[src/rtl/uart_pkg.sv]
// Shared types and constants for the UART transmit path.
// The MUX_SEL encoding is also used by the TX output multiplexer.
package uart_pkg;

  localparam int DATA_WIDTH_DEF = 8;

  typedef enum logic [2:0] {
    IDLE   = 3'd0,
    START  = 3'd1,
    DATA   = 3'd2,
    PARITY = 3'd3,
    STOP   = 3'd4
  } tx_state_e;

  localparam logic [1:0] SEL_START = 2'b00;
  localparam logic [1:0] SEL_DATA  = 2'b01;
  localparam logic [1:0] SEL_PAR   = 2'b10;
  localparam logic [1:0] SEL_IDLE  = 2'b11;

  // Mux select the line carries while the FSM sits in a given state.
  function automatic logic [1:0] sel_of(tx_state_e s);
    case (s)
      START:   sel_of = SEL_START;
      DATA:    sel_of = SEL_DATA;
      PARITY:  sel_of = SEL_PAR;
      default: sel_of = SEL_IDLE;
    endcase
  endfunction

endpackage

[src/rtl/uart_tx_serializer.sv]
// Payload shift register and bit counter.
// done flags the final data bit so the FSM can leave DATA on that tick.
module uart_tx_serializer #(
  parameter int DATA_WIDTH = 8,
  parameter int CNT_W      = 3
) (
  input  logic                  CLK,
  input  logic                  RST,
  input  logic                  load,
  input  logic                  shift,
  input  logic [DATA_WIDTH-1:0] din,
  output logic                  ser_data,
  output logic                  done
);

  logic [DATA_WIDTH-1:0] shift_reg;
  logic [CNT_W-1:0]      bit_cnt;

  always_ff @(posedge CLK or negedge RST) begin
    if (!RST) begin
      shift_reg <= '0;
      bit_cnt   <= '0;
    end else if (load) begin
      shift_reg <= din;
      bit_cnt   <= '0;
    end else if (shift) begin
      shift_reg <= {1'b0, shift_reg[DATA_WIDTH-1:1]};
      bit_cnt   <= bit_cnt + 1'b1;
    end
  end

  assign ser_data = shift_reg[0];
  assign done     = (bit_cnt == CNT_W'(DATA_WIDTH - 1));

endmodule

[src/rtl/uart_tx_ctrl.sv]
// UART transmit control: accepts a byte, sequences start/data/parity/stop
// and presents the mux select for the bit the line carries after the next tick.
module uart_tx_ctrl
  import uart_pkg::*;
#(
  parameter int DATA_WIDTH = DATA_WIDTH_DEF,
  parameter int CNT_W      = 3
) (
  input  logic                  CLK,
  input  logic                  RST,
  input  logic                  TX_tick,
  input  logic [DATA_WIDTH-1:0] P_DATA,
  input  logic                  DATA_VALID,
  input  logic                  PAR_EN,
  input  logic                  PAR_TYP,
  output logic [1:0]            MUX_SEL,
  output logic                  ser_data,
  output logic                  par_bit,
  output logic                  busy
);

  tx_state_e state;
  logic      par_en_q;
  logic      load, shift, done;

  // Accept ignores TX_tick, so a tick coinciding with accept is not the start bit.
  assign load  = (state == IDLE) && DATA_VALID;
  assign shift = (state == DATA) && TX_tick;

  uart_tx_serializer #(
    .DATA_WIDTH (DATA_WIDTH),
    .CNT_W      (CNT_W)
  ) u_ser (
    .CLK      (CLK),
    .RST      (RST),
    .load     (load),
    .shift    (shift),
    .din      (P_DATA),
    .ser_data (ser_data),
    .done     (done)
  );

  always_ff @(posedge CLK or negedge RST) begin
    if (!RST) begin
      state    <= IDLE;
      MUX_SEL  <= SEL_IDLE;
      par_bit  <= 1'b0;
      par_en_q <= 1'b0;
      busy     <= 1'b0;
    end else begin
      case (state)
        IDLE: if (DATA_VALID) begin
          state    <= START;
          MUX_SEL  <= sel_of(START);
          par_en_q <= PAR_EN;
          par_bit  <= ^P_DATA ^ PAR_TYP;
          busy     <= 1'b1;
        end
        START: if (TX_tick) begin
          state   <= DATA;
          MUX_SEL <= sel_of(DATA);
        end
        DATA: if (TX_tick && done) begin
          state   <= par_en_q ? PARITY : STOP;
          MUX_SEL <= par_en_q ? sel_of(PARITY) : sel_of(STOP);
        end
        PARITY: if (TX_tick) begin
          state   <= STOP;
          MUX_SEL <= sel_of(STOP);
        end
        STOP: if (TX_tick) begin
          state   <= IDLE;
          MUX_SEL <= sel_of(IDLE);
          busy    <= 1'b0;
        end
        default: begin
          state   <= IDLE;
          MUX_SEL <= SEL_IDLE;
          busy    <= 1'b0;
        end
      endcase
    end
  end

endmodule

[config.mk]
export PLATFORM = sky130hd
export DESIGN_NAME = uart_tx_ctrl
export DESIGN_NICKNAME = d
export VERILOG_FILES = /design/src/rtl/uart_pkg.sv /design/src/rtl/uart_tx_serializer.sv /design/src/rtl/uart_tx_ctrl.sv
export SDC_FILE = /design/constraint.sdc
export NUM_CORES = 1
export LEC_CHECK = 0
export ABC_AREA = 1
export CAP_MARGIN = 15
export CORE_UTILIZATION = 30
export DETAILED_ROUTE_END_ITERATION = 12
export HOLD_SLACK_MARGIN = 0.1
export PLACE_DENSITY = 0.58
export SYNTH_ARGS = -nofsm -noshare
export SYNTH_HDL_FRONTEND = slang
export SYNTH_SLANG_ARGS = --single-unit
[constraint.sdc]
create_clock -name CLK -period 1.3 [get_ports CLK]
set_input_delay 0.26 -clock CLK [delete_from_list [all_inputs] [get_ports CLK]]
set_output_delay 0.26 -clock CLK [all_outputs]
set_load 0.01 [all_outputs]
* Word level (Yosys, flattened, before mapping)
Cells that the tools add are included.
** Operators by class
- $add $sub $neg :: 1
- Equality and inequality tests :: 11
- Mux-type cells :: 20
- Bitwise operators :: 2
- Reductions and logical operators :: 12
** Operators by type and width (count)
- $mux W3 :: 8
- $mux W8 :: 2
- $pmux W3 S5 :: 1
- $mux W2 :: 4
- $ne A2 B2 Y1 const B :: 4
- $pmux W2 S4 :: 1
- $reduce_xor A8 Y1 :: 1
- $eq A3 B2 Y1 const B :: 2
- $eq A3 B3 Y1 const B :: 2
- $reduce_and A5 Y1 :: 1
- $ne A2 B1 Y1 const B :: 2
- $reduce_and A4 Y1 :: 1
- $add A3 B1 Y3 const B :: 1
- $eq A3 B1 Y1 const B :: 1
- $logic_and A1 B1 Y1 :: 3
- $logic_not A3 Y1 :: 1
- $mux W1 :: 3
- $pmux W1 S3 :: 1
- $reduce_and A3 Y1 :: 1
- $reduce_or A3 Y1 :: 1
- $reduce_and A2 Y1 :: 1
- $reduce_bool A2 Y1 :: 1
- $reduce_or A2 Y1 :: 1
- $not A1 Y1 :: 1
- $xor A1 B1 Y1 :: 1
** Storage, ports and cells
- Flip-flop bits (word level) :: 19
- Input bits :: 14
- Output and inout bits :: 5
- Logic and storage cells :: 53

* Logic depth before layout (Yosys ltp)
- Word-level depth :: 4
- Depth in mapped cells :: 10
- Mapped depth without buffers :: 10

* Cells and area by module
From an unflattened synthesis, not the netlist that was laid out.
** Second synthesis, totals
- Cells, all modules :: 134
- Area, all modules :: 1048.5 µm²
** Modules (own cells, without submodules)
- uart_tx_ctrl :: times used 1, cells an instance 76, area each 531.8 µm², sequential area each 202.7 µm²
- uart_tx_serializer :: times used 1, cells an instance 58, area each 516.7 µm², sequential area each 275.3 µm²

* Worst setup path after synthesis
No wires, ideal clock.
- Path kind :: register to register
- Start point :: register state[2]
- End point :: register u_ser.bit_cnt[1]
- Arrival time :: 1.073 ns
- Required time :: 1.179 ns
- Setup slack :: 0.106 ns
- Cell stages (with the launch flop) :: 6
- Path buffers :: 0
- Period minus slack after synthesis :: 1.194 ns
- Cell sequence :: dfrtp_1 nor3_4 nand2_2 nand2_4 inv_2 a22o_1
** Between the ends
- Longest elaborated chain between the ends :: 3
** RTL lines
- start: declaration :: line uart_tx_ctrl.sv:22 : tx_state_e state;
- start signal: assignment :: line uart_tx_ctrl.sv:64 : state <= par_en_q ? PARITY : STOP;
- $eq A3 B2 Y1 or $logic_not A3 Y1 (tied branches) :: line uart_tx_ctrl.sv:28, uart_tx_ctrl.sv:27
- $logic_and A1 B1 Y1 (on tied branches) :: line uart_tx_ctrl.sv:28, uart_tx_ctrl.sv:27
- $reduce_bool A2 Y1 (no source line) or $mux W3 (tied branches)
- end signal: assignment :: line uart_tx_serializer.sv:28 : bit_cnt <= bit_cnt + 1'b1;
- end: declaration :: line uart_tx_serializer.sv:17 : logic [CNT_W-1:0] bit_cnt;
Several ways; a longest one is shown, not always the timed one.
A chain may end at the register's enable or synchronous reset.

* Worst setup path after layout
- Start point :: register state[1]
- End point :: register u_ser.bit_cnt[1]
Same word-level chain as after synthesis.

==> results.toml <==
[yosys]
async_reset_ff_frac = 1.000
ys_warn_count = 0
ys_types = 21
synth.avg_cell_area_um2 = 8.143
synth_edf_count = 0
synth_fp_nets = 140
synth_seq_area_share = 0.4734
netlist.area_leader.share = 0.4213
synth_area_um2 = 1010
synth_area_leader_cell = "dfrtp_1"
synthTopCellsByArea = "dfrtp_1 42%, nand2_1 15%, inv_1 6.3%"
netlist_instances = 124
synthFlopType = "dfrtp_1"
synth_commonest_cells = "41 x nand2_1, 17 x dfrtp_1, 17 x inv_1, 8 x nand3_1"
ys_ff_latch = 19
synth_most_common_cell = "nand2_1"

[cells_and_area]
insertedDiodeCount = 0
drive_gt1_frac = 0.3252
finalCoreUtilization = 0.4708
fillCellCount = 312
largest_reg_flops = 8
syn_to_final_growth_pct = 45.85
nets = 180

[global_route]
grt-ovfl-total = 0
grt_pass1_vias = 899
grt_antenna_before_repair = 0
grt_pass1_wl_um = 3567
gr-usage-all-layers = 0.1340
grt_max_degree = 20

[floorplanning]
die_x_um = 60.02
die_y_um = 60.02
ioPinCount = 19
core_region_area_um2 = 3128
rows = 20
start_util = 0.3228
dieArea_um2 = 3602

[sta]
slew_headroom = 0.8380
skew_ps = 6.176
setup_viol = 9
worst_pin_slew_ps = 243.0
maxSlewViolCount = 0
timing.fmax_mhz = 745.2
finalHoldViolations = 0
rsz0062_at_grt = "true"
finalCritPeriodShare = 1.032
fin_ws_ps = -41.93
period_minus_slack_ps = 1342

[run_status]
status = "complete, but fails checks"
violations = "setup timing"

[routing]
routed_wl_um = 2178
vias = 910
ant_nets = 0
drc_errors = 0
wl_per_cell_um = 10.52
drt-pass1-iter-count = 4
avgViaCountPerCell = 4.396
drtIter0Drc = 34

[power]
power_density_nw_per_um2 = 2053
p_switching_mw = 1.265
swShare = 0.4184
power_mw = 3.023
p_int_mw = 1.758
seqPwrFrac = 0.359
p_leak_nw = 0.7250
p_clk_frac = 0.099
vdd_ir_drop_max_uv = 743.7
comb_power_share = 0.542

[clock_network]
cts_sinks = 19
path_clk_slew_ps = 110
cts_buffer_depth = 2
cts_hold_buf = 0
numCtsBuffers = 3
insertion_delay_ps = 290
root_buffer = "clkbuf_4"
cts_tree = "done"
htree_num_levels = 1

[placement]
dp_hpwl_um = 1561
numPortBuffers = 18
gp_congestion = 0.8602

[critical_path]
arrival_ps = 1540
crit_fanout = 8
setup.worst_path.end_class = "register"
criticalPathCategory = "reg2reg"
required_ps = 1500
start_kind = "register"

[job]
maxCapViolCount = 0

[hold_path]
holdCritPathClass = "in2async"
## layout make-up
| class | instances | area [um2] | area share |
|---|---|---|---|
| flip-flops and latches | 19 | 481.7 | 0.3271 |
| well taps | 44 | 55.05 | 0.03738 |
| clock inverters | 1 | 5.005 | 0.003398 |
| multi-input cells | 85 | 530.5 | 0.3602 |
| inverters | 20 | 80.08 | 0.05438 |
| repair buffers | 35 | 297.8 | 0.2022 |
| clock buffers | 3 | 22.52 | 0.01529 |
## layout by cell type, fill, tap and decap left out
master / n
clkbuf_4: 3
dfrtp_1: 14
o221ai_2: 2
inv_6: 1
o21ai_1: 2
o22ai_1: 1
o22ai_2: 1
o21ai_2: 3
clkdlybuf4s50_1: 13
buf_2: 2
clkinv_2: 1
o21ai_4: 1
nand2_4: 3
dlygate4sd2_1: 3
nor3_4: 1
dfstp_2: 2
inv_2: 3
nor2_1: 4
buf_6: 1
nand2_2: 6
nand3_1: 7
dfrtp_2: 3
o21ai_0: 4
xnor2_1: 2
nor2_4: 2
nand2_1: 35
ha_1: 2
inv_1: 16
buf_4: 16
o211ai_1: 5
a22o_1: 2
nand3_2: 2
## through the flow
step                cell area, um2  setup TNS, ps  setup slack [ps]  hold slack (ps)  std cells
floorplan                     1010              0             105.8           -35.59        124
global placement              1328          -1713            -159.8            464.3        197
detailed placement            1328          -1900            -165.7            465.1        197
CTS                           1343              0             3.634            291.8        201
global route                  1473          -1184            -106.9            298.9        207
finish                        1473         -198.3            -41.93            290.0        207
## power groups by stage
stage | combinational (mW) | clock [mW] | sequential, mW
global route | 1.83 | 0.332 | 1.12
global placement | 1.26 | 0 | 1.07
finish | 1.64 | 0.300 | 1.08
detailed placement | 1.28 | 0 | 1.08
CTS | 1.23 | 0.318 | 1.07
floorplan | 0.789 | 0 | 1.08
## final timing paths
check,startpoint,end,slack (ps),cells past startpoint
max,state[1],u_ser.bit_cnt[1],-40,6
min in group CLK,MUX_SEL[0],MUX_SEL[0],470,2
min reg2reg,MUX_SEL[0],MUX_SEL[0],470,2
max reg2reg,state[1],u_ser.bit_cnt[1],-40,6
max in group asynchronous,RST,MUX_SEL[1],750,2
min,RST,par_en_q,290,2
## logic make-up after synthesis
family,after synthesis,share of synthesized area
flops,19,0.4734
buf+inv,20,0.07435
simple gates,60,0.2689
fa+ha+maj,2,0.02478
xor+xnor,2,0.01735
compound gates,21,0.1413
## worst max-delay path: stages, from the launching register on
cell,delay [ps]
dfrtp_2,450
inv_2,80
nor3_4,250
nand2_2,130
nand2_4,110
inv_6,50
a22o_1,170
## layer usage
layer	part of all wire	GRT usage	vias to the layer above
met4	0.0051	0.03322	0
met1	0.45	0.1555	414
li1	-	-	479
met2	0.52	0.2397	15
met5	0	0	-
met3	0.028	0.03896	2
## repair_timing
item                                   CTS  global route
buffers inserted                         0             6
pin swaps                                0             9
gates resized for setup                 12            24
setup endpoints to repair                6            17
endpoints found under the hold margin    0             0
(Power assumes the default switching activity.)
